`src/rtl/sprite_pos_ctrl_if.sv`:
```
// ---------------------------------------------------------------------------
// sprite_pos_ctrl_if
// Bundles the command inputs and position outputs of sprite_pos_ctrl.
// Signal names carry the controller's point of view (i_ = into the
// controller, o_ = out of the controller).
//   i_mode        0 = step mode, 1 = continuous mode
//   i_frame_tick  one-cycle pulse per video frame
//   i_key_ready   keypad ready level, i_key_code valid while high
//   i_key_code    5-bit keypad code
//   i_ps2_ready   PS/2 ready level, i_ps2_code valid while high
//   i_ps2_code    [7:0] scan code, [8] = 1 marks a break (release)
//   o_pos_x/y     sprite coordinates
//   o_dir         00 right, 01 left, 10 up, 11 down
//   o_moving      continuous-mode motion active
//   o_pend_valid  a decoded command waits for the next frame tick
//   o_hit_wall    one-cycle pulse when a step was clamped at a bound
// Modports: master drives commands (input decoders / bench),
//           slave is the controller.
// ---------------------------------------------------------------------------
interface sprite_pos_ctrl_if #(
  parameter int X_W = 10,
  parameter int Y_W = 9
);
  logic           i_mode;
  logic           i_frame_tick;
  logic           i_key_ready;
  logic [4:0]     i_key_code;
  logic           i_ps2_ready;
  logic [9:0]     i_ps2_code;
  logic [X_W-1:0] o_pos_x;
  logic [Y_W-1:0] o_pos_y;
  logic [1:0]     o_dir;
  logic           o_moving;
  logic           o_pend_valid;
  logic           o_hit_wall;

  modport master (
    output i_mode, i_frame_tick, i_key_ready, i_key_code, i_ps2_ready, i_ps2_code,
    input  o_pos_x, o_pos_y, o_dir, o_moving, o_pend_valid, o_hit_wall
  );

  modport slave (
    input  i_mode, i_frame_tick, i_key_ready, i_key_code, i_ps2_ready, i_ps2_code,
    output o_pos_x, o_pos_y, o_dir, o_moving, o_pend_valid, o_hit_wall
  );
endinterface

```
`src/rtl/sprite_pos_ctrl.sv`:
```
// ---------------------------------------------------------------------------
// sprite_pos_ctrl
// Position controller for one game sprite. Keypad and PS/2 direction
// commands are edge-captured into a one-deep pending register and applied
// on the next frame tick, either as a single step (step mode) or as
// persistent motion (continuous mode). Coordinates are kept inside
// [X_MIN, X_MAX] x [Y_MIN, Y_MAX].
// Ports:
//   clk    system clock, rising edge
//   rst_n  asynchronous active-low reset
//   bus    sprite_pos_ctrl_if.slave (commands in, position/status out)
// Build option:
//   SPRITE_WRAP_EN  when defined, leaving a bound wraps to the opposite
//                   bound (tunnel); hit_wall never pulses and motion is
//                   not stopped. Undefined: clamp at the bound.
// ---------------------------------------------------------------------------
module sprite_pos_ctrl #(
  parameter int X_W    = 10,
  parameter int Y_W    = 9,
  parameter int STEP   = 20,
  parameter int X_MIN  = 0,
  parameter int X_MAX  = 608,
  parameter int Y_MIN  = 0,
  parameter int Y_MAX  = 448,
  parameter int X_INIT = 320,
  parameter int Y_INIT = 240
) (
  input logic                clk,
  input logic                rst_n,
  sprite_pos_ctrl_if.slave   bus
);

`ifdef SPRITE_WRAP_EN
  localparam logic WRAP_EN = 1'b1;
`else
  localparam logic WRAP_EN = 1'b0;
`endif

  localparam logic [1:0] DIR_RIGHT = 2'b00;
  localparam logic [1:0] DIR_LEFT  = 2'b01;
  localparam logic [1:0] DIR_UP    = 2'b10;
  localparam logic [1:0] DIR_DOWN  = 2'b11;

  // Arithmetic is one bit wider than the coordinate so nothing wraps silently.
  localparam logic [X_W:0]   X_STEP_E = (X_W+1)'(STEP);
  localparam logic [X_W:0]   X_MAX_E  = (X_W+1)'(X_MAX);
  // A decreasing step falls below MIN exactly when pos < STEP + MIN;
  // testing this before subtracting avoids a borrow into the extra bit.
  localparam logic [X_W:0]   X_LO_LIM = (X_W+1)'(STEP + X_MIN);
  localparam logic [X_W-1:0] X_MIN_V  = X_W'(X_MIN);
  localparam logic [X_W-1:0] X_MAX_V  = X_W'(X_MAX);
  localparam logic [X_W-1:0] X_INIT_V = X_W'(X_INIT);

  localparam logic [Y_W:0]   Y_STEP_E = (Y_W+1)'(STEP);
  localparam logic [Y_W:0]   Y_MAX_E  = (Y_W+1)'(Y_MAX);
  localparam logic [Y_W:0]   Y_LO_LIM = (Y_W+1)'(STEP + Y_MIN);
  localparam logic [Y_W-1:0] Y_MIN_V  = Y_W'(Y_MIN);
  localparam logic [Y_W-1:0] Y_MAX_V  = Y_W'(Y_MAX);
  localparam logic [Y_W-1:0] Y_INIT_V = Y_W'(Y_INIT);

  // Decoded command format: {valid, stop, dir[1:0]}
  function automatic logic [3:0] key_decode(input logic [4:0] code);
    logic [3:0] res;
    case (code)
      5'h0C:   res = {1'b1, 1'b0, DIR_LEFT};
      5'h0E:   res = {1'b1, 1'b0, DIR_RIGHT};
      5'h09:   res = {1'b1, 1'b0, DIR_UP};
      5'h11:   res = {1'b1, 1'b0, DIR_DOWN};
      5'h10:   res = {1'b1, 1'b1, DIR_RIGHT};
      default: res = 4'b0000;
    endcase
    return res;
  endfunction

  function automatic logic [3:0] ps2_decode(input logic [8:0] code);
    logic [3:0] res;
    if (code[8]) begin
      res = 4'b0000;   // break codes never command motion
    end else begin
      case (code[7:0])
        8'h6B:   res = {1'b1, 1'b0, DIR_LEFT};
        8'h74:   res = {1'b1, 1'b0, DIR_RIGHT};
        8'h75:   res = {1'b1, 1'b0, DIR_UP};
        8'h72:   res = {1'b1, 1'b0, DIR_DOWN};
        8'h29:   res = {1'b1, 1'b1, DIR_RIGHT};
        default: res = 4'b0000;
      endcase
    end
    return res;
  endfunction

  logic           r_key_prev, r_ps2_prev;
  logic           r_pend_valid, r_pend_stop;
  logic [1:0]     r_pend_dir;
  logic [X_W-1:0] r_pos_x;
  logic [Y_W-1:0] r_pos_y;
  logic [1:0]     r_dir;
  logic           r_moving, r_hit_wall;

  logic [3:0]     w_key_dec, w_ps2_dec;
  logic           w_new_valid, w_new_stop;
  logic [1:0]     w_new_dir;
  logic [1:0]     w_nx_dir;
  logic           w_nx_moving, w_do_step;
  logic [X_W:0]   w_x_ext, w_x_calc;
  logic [Y_W:0]   w_y_ext, w_y_calc;
  logic           w_x_lo, w_x_hi, w_y_lo, w_y_hi;
  logic [X_W-1:0] w_nx_pos_x;
  logic [Y_W-1:0] w_nx_pos_y;
  logic           w_clamp;
  logic           w_unused;

  assign w_unused  = bus.i_ps2_code[9];
  assign w_key_dec = key_decode(bus.i_key_code);
  assign w_ps2_dec = ps2_decode(bus.i_ps2_code[8:0]);

  // Command capture on ready rising edges; keypad has priority over PS/2.
  always_comb begin
    w_new_valid = 1'b0;
    w_new_stop  = 1'b0;
    w_new_dir   = DIR_RIGHT;
    if (bus.i_key_ready && !r_key_prev && w_key_dec[3]) begin
      w_new_valid = 1'b1;
      w_new_stop  = w_key_dec[2];
      w_new_dir   = w_key_dec[1:0];
    end else if (bus.i_ps2_ready && !r_ps2_prev && w_ps2_dec[3]) begin
      w_new_valid = 1'b1;
      w_new_stop  = w_ps2_dec[2];
      w_new_dir   = w_ps2_dec[1:0];
    end else begin
      w_new_valid = 1'b0;
    end
  end

  // Direction / motion decision for a frame tick, from the pending command.
  always_comb begin
    w_nx_dir    = r_dir;
    w_nx_moving = r_moving;
    w_do_step   = 1'b0;
    if (bus.i_mode) begin
      if (r_pend_valid && r_pend_stop) begin
        w_nx_moving = 1'b0;
      end else if (r_pend_valid) begin
        w_nx_moving = 1'b1;
        w_nx_dir    = r_pend_dir;
      end else begin
        w_nx_moving = r_moving;
      end
      w_do_step = w_nx_moving;
    end else begin
      // Step mode never keeps motion alive, so leaving continuous mode stops here.
      w_nx_moving = 1'b0;
      if (r_pend_valid && !r_pend_stop) begin
        w_nx_dir  = r_pend_dir;
        w_do_step = 1'b1;
      end else begin
        w_do_step = 1'b0;
      end
    end
  end

  // One STEP along the chosen axis, with out-of-range detection.
  always_comb begin
    w_x_ext  = {1'b0, r_pos_x};
    w_y_ext  = {1'b0, r_pos_y};
    w_x_calc = w_x_ext;
    w_y_calc = w_y_ext;
    w_x_lo   = 1'b0;
    w_x_hi   = 1'b0;
    w_y_lo   = 1'b0;
    w_y_hi   = 1'b0;
    if (w_do_step) begin
      case (w_nx_dir)
        DIR_RIGHT: begin
          w_x_calc = w_x_ext + X_STEP_E;
          w_x_hi   = (w_x_calc > X_MAX_E);
        end
        DIR_LEFT: begin
          w_x_calc = w_x_ext - X_STEP_E;
          w_x_lo   = (w_x_ext < X_LO_LIM);
        end
        DIR_UP: begin
          w_y_calc = w_y_ext - Y_STEP_E;
          w_y_lo   = (w_y_ext < Y_LO_LIM);
        end
        DIR_DOWN: begin
          w_y_calc = w_y_ext + Y_STEP_E;
          w_y_hi   = (w_y_calc > Y_MAX_E);
        end
        default: begin
          w_x_calc = w_x_ext;
        end
      endcase
    end else begin
      w_x_calc = w_x_ext;
    end
  end

  // Resolve out-of-range results: clamp to the bound, or wrap to the opposite one.
  always_comb begin
    w_nx_pos_x = w_x_calc[X_W-1:0];
    w_nx_pos_y = w_y_calc[Y_W-1:0];
    if (w_x_lo) begin
      w_nx_pos_x = WRAP_EN ? X_MAX_V : X_MIN_V;
    end else if (w_x_hi) begin
      w_nx_pos_x = WRAP_EN ? X_MIN_V : X_MAX_V;
    end else begin
      w_nx_pos_x = w_x_calc[X_W-1:0];
    end
    if (w_y_lo) begin
      w_nx_pos_y = WRAP_EN ? Y_MAX_V : Y_MIN_V;
    end else if (w_y_hi) begin
      w_nx_pos_y = WRAP_EN ? Y_MIN_V : Y_MAX_V;
    end else begin
      w_nx_pos_y = w_y_calc[Y_W-1:0];
    end
    w_clamp = !WRAP_EN && (w_x_lo || w_x_hi || w_y_lo || w_y_hi);
  end

  // Ready-edge history and the one-deep pending command register.
  always_ff @(posedge clk or negedge rst_n) begin
    if (!rst_n) begin
      r_key_prev   <= 1'b0;
      r_ps2_prev   <= 1'b0;
      r_pend_valid <= 1'b0;
      r_pend_stop  <= 1'b0;
      r_pend_dir   <= DIR_RIGHT;
    end else begin
      r_key_prev <= bus.i_key_ready;
      r_ps2_prev <= bus.i_ps2_ready;
      // A command arriving with the tick is kept for the following tick.
      if (w_new_valid) begin
        r_pend_valid <= 1'b1;
        r_pend_stop  <= w_new_stop;
        r_pend_dir   <= w_new_dir;
      end else if (bus.i_frame_tick) begin
        r_pend_valid <= 1'b0;
      end else begin
        r_pend_valid <= r_pend_valid;
      end
    end
  end

  // Position, direction and motion state, updated only on frame ticks.
  always_ff @(posedge clk or negedge rst_n) begin
    if (!rst_n) begin
      r_pos_x    <= X_INIT_V;
      r_pos_y    <= Y_INIT_V;
      r_dir      <= DIR_RIGHT;
      r_moving   <= 1'b0;
      r_hit_wall <= 1'b0;
    end else if (bus.i_frame_tick) begin
      r_pos_x    <= w_nx_pos_x;
      r_pos_y    <= w_nx_pos_y;
      r_dir      <= w_nx_dir;
      r_moving   <= w_nx_moving && !w_clamp;
      r_hit_wall <= w_clamp;
    end else begin
      r_hit_wall <= 1'b0;
    end
  end

  assign bus.o_pos_x      = r_pos_x;
  assign bus.o_pos_y      = r_pos_y;
  assign bus.o_dir        = r_dir;
  assign bus.o_moving     = r_moving;
  assign bus.o_pend_valid = r_pend_valid;
  assign bus.o_hit_wall   = r_hit_wall;

endmodule

```
`src/flat_wrapper.sv`:
```
// flat-port wrapper written by rule: the top's interface ports become plain ports
module sprite_pos_ctrl_flat 
#(
  parameter int X_W    = 10,
  parameter int Y_W    = 9,
  parameter int STEP   = 20,
  parameter int X_MIN  = 0,
  parameter int X_MAX  = 608,
  parameter int Y_MIN  = 0,
  parameter int Y_MAX  = 448,
  parameter int X_INIT = 320,
  parameter int Y_INIT = 240
)
  (clk, rst_n, bus_i_mode, bus_i_frame_tick, bus_i_key_ready, bus_i_key_code, bus_i_ps2_ready, bus_i_ps2_code, bus_o_pos_x, bus_o_pos_y, bus_o_dir, bus_o_moving, bus_o_pend_valid, bus_o_hit_wall);
  sprite_pos_ctrl_if #(.X_W(X_W), .Y_W(Y_W)) bus_i ();
  input logic clk;
  input logic rst_n;
  input wire logic [$bits(bus_i.i_mode)-1:0] bus_i_mode;
  input wire logic [$bits(bus_i.i_frame_tick)-1:0] bus_i_frame_tick;
  input wire logic [$bits(bus_i.i_key_ready)-1:0] bus_i_key_ready;
  input wire logic [$bits(bus_i.i_key_code)-1:0] bus_i_key_code;
  input wire logic [$bits(bus_i.i_ps2_ready)-1:0] bus_i_ps2_ready;
  input wire logic [$bits(bus_i.i_ps2_code)-1:0] bus_i_ps2_code;
  output wire logic [$bits(bus_i.o_pos_x)-1:0] bus_o_pos_x;
  output wire logic [$bits(bus_i.o_pos_y)-1:0] bus_o_pos_y;
  output wire logic [$bits(bus_i.o_dir)-1:0] bus_o_dir;
  output wire logic [$bits(bus_i.o_moving)-1:0] bus_o_moving;
  output wire logic [$bits(bus_i.o_pend_valid)-1:0] bus_o_pend_valid;
  output wire logic [$bits(bus_i.o_hit_wall)-1:0] bus_o_hit_wall;
  assign bus_i.i_mode = bus_i_mode;
  assign bus_i.i_frame_tick = bus_i_frame_tick;
  assign bus_i.i_key_ready = bus_i_key_ready;
  assign bus_i.i_key_code = bus_i_key_code;
  assign bus_i.i_ps2_ready = bus_i_ps2_ready;
  assign bus_i.i_ps2_code = bus_i_ps2_code;
  assign bus_o_pos_x = bus_i.o_pos_x;
  assign bus_o_pos_y = bus_i.o_pos_y;
  assign bus_o_dir = bus_i.o_dir;
  assign bus_o_moving = bus_i.o_moving;
  assign bus_o_pend_valid = bus_i.o_pend_valid;
  assign bus_o_hit_wall = bus_i.o_hit_wall;
  sprite_pos_ctrl #(.X_W(X_W), .Y_W(Y_W), .STEP(STEP), .X_MIN(X_MIN), .X_MAX(X_MAX), .Y_MIN(Y_MIN), .Y_MAX(Y_MAX), .X_INIT(X_INIT), .Y_INIT(Y_INIT)) u_core (.clk(clk), .rst_n(rst_n), .bus(bus_i));
endmodule
```
`config.mk`:
```
export PLATFORM = sky130hd
export DESIGN_NAME = sprite_pos_ctrl_flat
export DESIGN_NICKNAME = d
export VERILOG_FILES = /design/src/rtl/sprite_pos_ctrl_if.sv /design/src/rtl/sprite_pos_ctrl.sv /design/src/flat_wrapper.sv
export SDC_FILE = /design/constraint.sdc
export NUM_CORES = 1
export LEC_CHECK = 0
export CORE_AREA = 10 10 74 76
export CTS_BUF_LIST = sky130_fd_sc_hd__clkbuf_8
export DETAILED_ROUTE_END_ITERATION = 12
export DIE_AREA = 0 0 84 86
export PLACE_DENSITY_LB_ADDON = 0.05
export SYNTH_ARGS = -nofsm -noshare
export SYNTH_HDL_FRONTEND = slang
export SYNTH_SLANG_ARGS = --single-unit
```
`constraint.sdc`:
```
create_clock -name clk -period 2.8 [get_ports clk]
set_input_delay 0.28 -clock clk [delete_from_list [all_inputs] [get_ports clk]]
set_output_delay 0.28 -clock clk [all_outputs]
set_load 0.01 [all_outputs]
```
# [After elaboration in Yosys (flattened, before gate mapping)]
# Cells that the tools add are included.
[totals] reg_bits=29 input_bits=21 output_inout_bits=24 wordCells=90
[classes] n_addsub=4 n_lt_le_gt_ge=4 eq_ne=13 n_mux=37 reduce_logical=22
[op_table] operator="one-hot mux 4 bit (5 select lines)" n=2
[op_table] operator="== test 8 x 7 -> 1 bit (second input constant)" n=4
[op_table] operator="two-way mux 10 bit" n=3
[op_table] operator="two-way mux 9 bit" n=3
[op_table] operator="two-way mux 1 bit" n=20
[op_table] operator="one-hot mux 10 bit (2 select lines)" n=1
[op_table] operator="one-hot mux 9 bit (2 select lines)" n=1
[op_table] operator="== test 5 x 4 -> 1 bit (second input constant)" n=3
[op_table] operator="two-way mux 2 bit" n=6
[op_table] operator="adder 10 x 5 -> 11 bit (second input constant)" n=1
[op_table] operator="> comparator 11 x 10 -> 1 bit (second input constant)" n=1
[op_table] operator="adder 9 x 5 -> 10 bit (second input constant)" n=1
[op_table] operator="== test 5 bit (second input constant)" n=2
[op_table] operator="> comparator 10 x 9 -> 1 bit (second input constant)" n=1
[op_table] operator="< comparator 10 x 5 -> 1 bit (second input constant)" n=1
[op_table] operator="subtractor 10 x 5 -> 10 bit (second input constant)" n=1
[op_table] operator="< comparator 9 x 5 -> 1 bit (second input constant)" n=1
[op_table] operator="subtractor 9 x 5 -> 9 bit (second input constant)" n=1
[op_table] operator="== test 8 x 6 -> 1 bit (second input constant)" n=1
[op_table] operator="nonzero test 4 bit" n=2
[op_table] operator="logical AND 1 bit" n=7
[op_table] operator="AND reduction 3 bit" n=2
[op_table] operator="nonzero test 3 bit" n=2
[op_table] operator="== test 2 bit (second input constant)" n=2
[op_table] operator="6 further kinds" n=11

# [Longest topological paths before layout]
[depth] depth_word=12 depth_mapped=8

# [Worst setup path before layout]
# No wires, ideal clock.
[synth_timing] path_type="register to register" from="register u_core.r_pos_x[2], in the netlist u_core.bus.o_pos_x[2]" to="register u_core.r_pos_x[9], in the netlist u_core.bus.o_pos_x[9]" arrival_ps=2158 path_slack_ps=550 stages_incl_launch_ff=9 path_buffers=1 cell_sequence="dfrtp_1 -> ha_1 -> xor2_1 -> a2111oi_0 -> nor3_1 -> a2111o_1 -> buf_6 -> o21a_1 -> o31ai_2"
[synth_between] elab_chain_len=6
[synth_lines] element="start, declared" line="sprite_pos_ctrl.sv:95" rtl="logic [X_W-1:0] r_pos_x;"
[synth_lines] element="start signal, assigned" line="sprite_pos_ctrl.sv:253" rtl="r_pos_x <= w_nx_pos_x;"
[synth_lines] element="adder 10 x 5 -> 11 bit" line="sprite_pos_ctrl.sv:175" rtl="w_x_calc = w_x_ext + X_STEP_E;"
[synth_lines] element="> comparator 11 x 10 -> 1 bit" line="sprite_pos_ctrl.sv:176" rtl="w_x_hi = (w_x_calc > X_MAX_E);"
[synth_lines] element="two-way mux 1 bit" line="sprite_pos_ctrl.sv:173" rtl="case (w_nx_dir)"
[synth_lines] element="two-way mux 1 bit" line="sprite_pos_ctrl.sv:172" rtl="if (w_do_step) begin"
[synth_lines] element="nonzero test 4 bit (no line) (tied with other cells)"
[synth_lines] element="AND reduction 3 bit (no line) / two-way mux 10 bit (equally long branches)"
# Parallel ways exist; a longest one is shown, timed or not. The select of a mux whose other input is x is not followed.
# A chain may end at the register's enable or synchronous reset.

# [Worst setup path in the final report]
[layout_timing] from="register u_core.r_pos_x[2], in the netlist u_core.bus.o_pos_x[2]" to="register u_core.r_pos_x[7], in the netlist u_core.bus.o_pos_x[7]"
# Same word-level chain as after synthesis.

==> results.ini <==
[run_status]
status=complete, no violations

[final_layout]
drive_gt1_share_pct=9.93
area.sequential_um2=633
multi_input_area_mm2=0.00133
nFillCells=363
nets=309
fin_util_pct=64.1
instances_no_fill=332
antennaDiodeCount=0
area_delta_synth_final_pct=21.3

[worst_setup_path]
ff2ff_path_depth=7
ff2ff_setup_slack_ps=320
cp_data_arrival_time_ps=2630
rr_startpoint=u_core.bus.o_pos_x[2]
crit_required_ps=2950
end_kind=register
path_class=reg2reg
cp_max_fo=11
worst_setup_path_start_kind=register
r2r_end=u_core.bus.o_pos_x[7]

[global_routing]
grt_pass1_wl_um=8770
grt_max_degree=26
grt_pass1_vias=1931
globalRouteOverflowTotal=0
grt_usage_pct=13.9
antenna_found_initial=0

[logic_synthesis]
netlist_instances=247
yosysUniqueCellTypes=69
ys.flop_type=dfrtp_1
ys_seq_area_share_pct=30.2
synth.avg_cell_area_um2=8.50
async_flop_share_pct=100
ys_ff_latch=25
netlist_area_mm2=0.00210
synth_edf_count=0
synth_warnings=0

[cts]
cts_tree=done
postCtsSetupBuffers=0
cts_resized=0
path_clk_slew_ps=90
htree_levels=1
numCtsBuffers=3
clk-insertion-delay-late_ps=270
cts_hold_buf=0
clock_path_buffers=2
cts.sinks=25
root_buffer=clkbuf_8

[sta]
hold_ws_ps=373
relSlewSlack_pct=56.4
min_period_over_period_pct=88.5
fmax_mhz=404
slew_violations=0
finClkSkew_ps=5.43
rsz0062_at_grt=no
hold_viol=0
max_slew.worst_pin.slew_ps=647
min_period_ps=2480
fin_tns_setup_ps=0
finalSetupViolations=0

[detailed_routing]
vias_per_cell=5.97
detail-route-antenna-nets=0
wl_um=5120
route.detailed.drc=0
vias=1981
wire_per_inst_um=15.4
first_pass_iters=4
first_iter_violations=63

[placement]
dp.cells=328
place.gp.congestion=0.851
dp_hpwl_um=3980
place.port_buffers=39

[floorplanning]
initial_core_util_pct=52.9
num_rows=23
die_area_mm2=0.00722
ios=45
die_w_um=84
core_mm2=0.00397
chipHeight_um=86

[power]
ir_worst_vdd_uv=440
finalPower_w=0.00210
powerDensity_mw_per_mm2=823
leakage_nw=1.05

[job]
cap_violations=0

[hold_path]
hp-class=in2async

-- cell type report --
class / count / area share, %
timing repair buffer: 43 / 16.5
clock buffer: 3 / 1.62
tap: 50 / 2.46
multi-input combinational: 195 / 52.2
clock inverter: 1 / 0.147
sequential: 25 / 24.9
inverter: 15 / 2.21
-- worst max-delay path: stages (launching register included) --
cell and delay (ps):
dfrtp_1 470, ha_1 320, xor2_1 170, a2111oi_0 410, nor3_1 100, a2111o_1 540, nand3b_1 240, o22ai_1 120
-- placed cells by master, fill, tap and decap left out, types with 3 or more instances in the layout --
master           count
clkdlybuf4s50_1     39
nand2_1             20
dfrtp_1             19
inv_1               16
o21ai_0             13
nand2b_1            12
nor2_1              11
a21oi_1             11
nand3_1              8
nor2b_1              7
nor3_1               6
mux2i_1              6
a31oi_1              6
dfstp_2              6
ha_1                 5
a21o_1               4
o211ai_1             4
o21ai_1              4
mux2_2               4
o31ai_1              4
conb_1               4
buf_4                4
o21a_1               3
or3_1                3
o22a_1               3
o22ai_1              3
nor4_1               3
clkbuf_8             3
-- flip-flops by register name (all words and copies together), names as in the netlist --
name                     cells
u_core.r_pend_dir            2
u_core.bus.o_pos_x           8
u_core.bus.o_dir             2
u_core.bus.o_pend_valid      1
u_core.bus.o_moving          1
u_core.r_ps2_prev            1
u_core.r_pend_stop           1
u_core.bus.o_hit_wall        1
u_core.r_key_prev            1
u_core.bus.o_pos_y           7
-- stage by stage --
step / setup slack [ps] / instance area (µm²)
CTS: 334 / 2550
global route: 130 / 2550
floorplan: 550 / 2110
detailed placement: 347 / 2500
global placement: 349 / 2500
finish: 322 / 2550
-- cells in the mapped netlist (2+ instances only) --
library cell | instances | area share (%)
and3_1 | 2 | 0.60
a21oi_1 | 11 | 2.6
dfrtp_1 | 19 | 23
mux2i_1 | 6 | 2.9
nand4_1 | 2 | 0.60
nand2b_1 | 12 | 3.6
o31ai_1 | 4 | 1.4
nor3b_1 | 2 | 0.71
o21ai_1 | 4 | 0.95
or2_2 | 2 | 0.60
nand3_1 | 8 | 1.9
o22a_1 | 3 | 1.3
ha_1 | 5 | 3.0
buf_2 | 4 | 0.95
a31oi_1 | 6 | 1.8
nor3_1 | 6 | 1.4
or3_1 | 3 | 0.89
clkbuf_1 | 5 | 0.89
xnor2_1 | 2 | 0.83
o2bb2ai_1 | 2 | 0.83
a21bo_2 | 2 | 0.95
nor4bb_1 | 2 | 0.95
nor2b_1 | 7 | 2.1
buf_6 | 2 | 1.1
o21a_1 | 3 | 1.1
buf_4 | 4 | 1.4
inv_1 | 15 | 2.7
nand2_1 | 20 | 3.6
nor4_1 | 3 | 0.89
dfstp_2 | 6 | 7.5
mux2_2 | 4 | 2.1
a21o_1 | 4 | 1.4
a22oi_1 | 2 | 0.71
o22ai_1 | 3 | 0.89
or4_1 | 2 | 0.71
o211ai_1 | 4 | 1.4
nor2_1 | 11 | 2.0
o21ai_0 | 13 | 3.1
xor2_1 | 2 | 0.83
-- where the power goes --
group	switching [W]	internal, W
sequential	0.000241	0.000502
combinational	0.000574	0.000572
clock	0.000111	0.0000980
total	0.000926	0.00117
-- routing by layer --
| layer | vias to the layer above | share of wire, % | GRT usage [%] |
|---|---|---|---|
| li1 | 985 | - | - |
| met1 | 937 | 45 | 16.7 |
| met4 | 0 | 1.1 | 4.41 |
| met5 | - | 0 | 0 |
| met3 | 4 | 5.6 | 3.60 |
| met2 | 55 | 48 | 23.7 |
-- cell families (layout without fill, tap and decap cells) --
family                   count (synthesis)  count (layout)  synth area share [%]
multiplexers                            10              10                  5.01
buffers and inverters                   30              62                  7.03
XOR/XNOR                                 4               4                  1.67
flip-flops                              25              25                  30.2
other                                    1               4                 0.179
AND/OR/NAND/NOR                         91              91                  25.0
adder cells (fa/ha/maj)                  5               5                  2.98
AO/OA/AOI/OAI                           81              81                  28.0
-- worst max-delay path by stage --
stage                          start                    end  depth (start not counted)
2_1_floorplan  u_core.bus.o_pos_x[2]  u_core.bus.o_pos_x[9]                          8
3_3_place_gp   u_core.bus.o_pos_x[2]  u_core.bus.o_pos_x[7]                          7
3_5_place_dp   u_core.bus.o_pos_x[2]  u_core.bus.o_pos_x[7]                          7
4_1_cts        u_core.bus.o_pos_x[2]  u_core.bus.o_pos_x[7]                          7
5_1_grt        u_core.bus.o_pos_x[2]  u_core.bus.o_pos_x[7]                          7
6_report       u_core.bus.o_pos_x[2]  u_core.bus.o_pos_x[7]                          7
No activity file was read; power rests on OpenSTA's default activity.
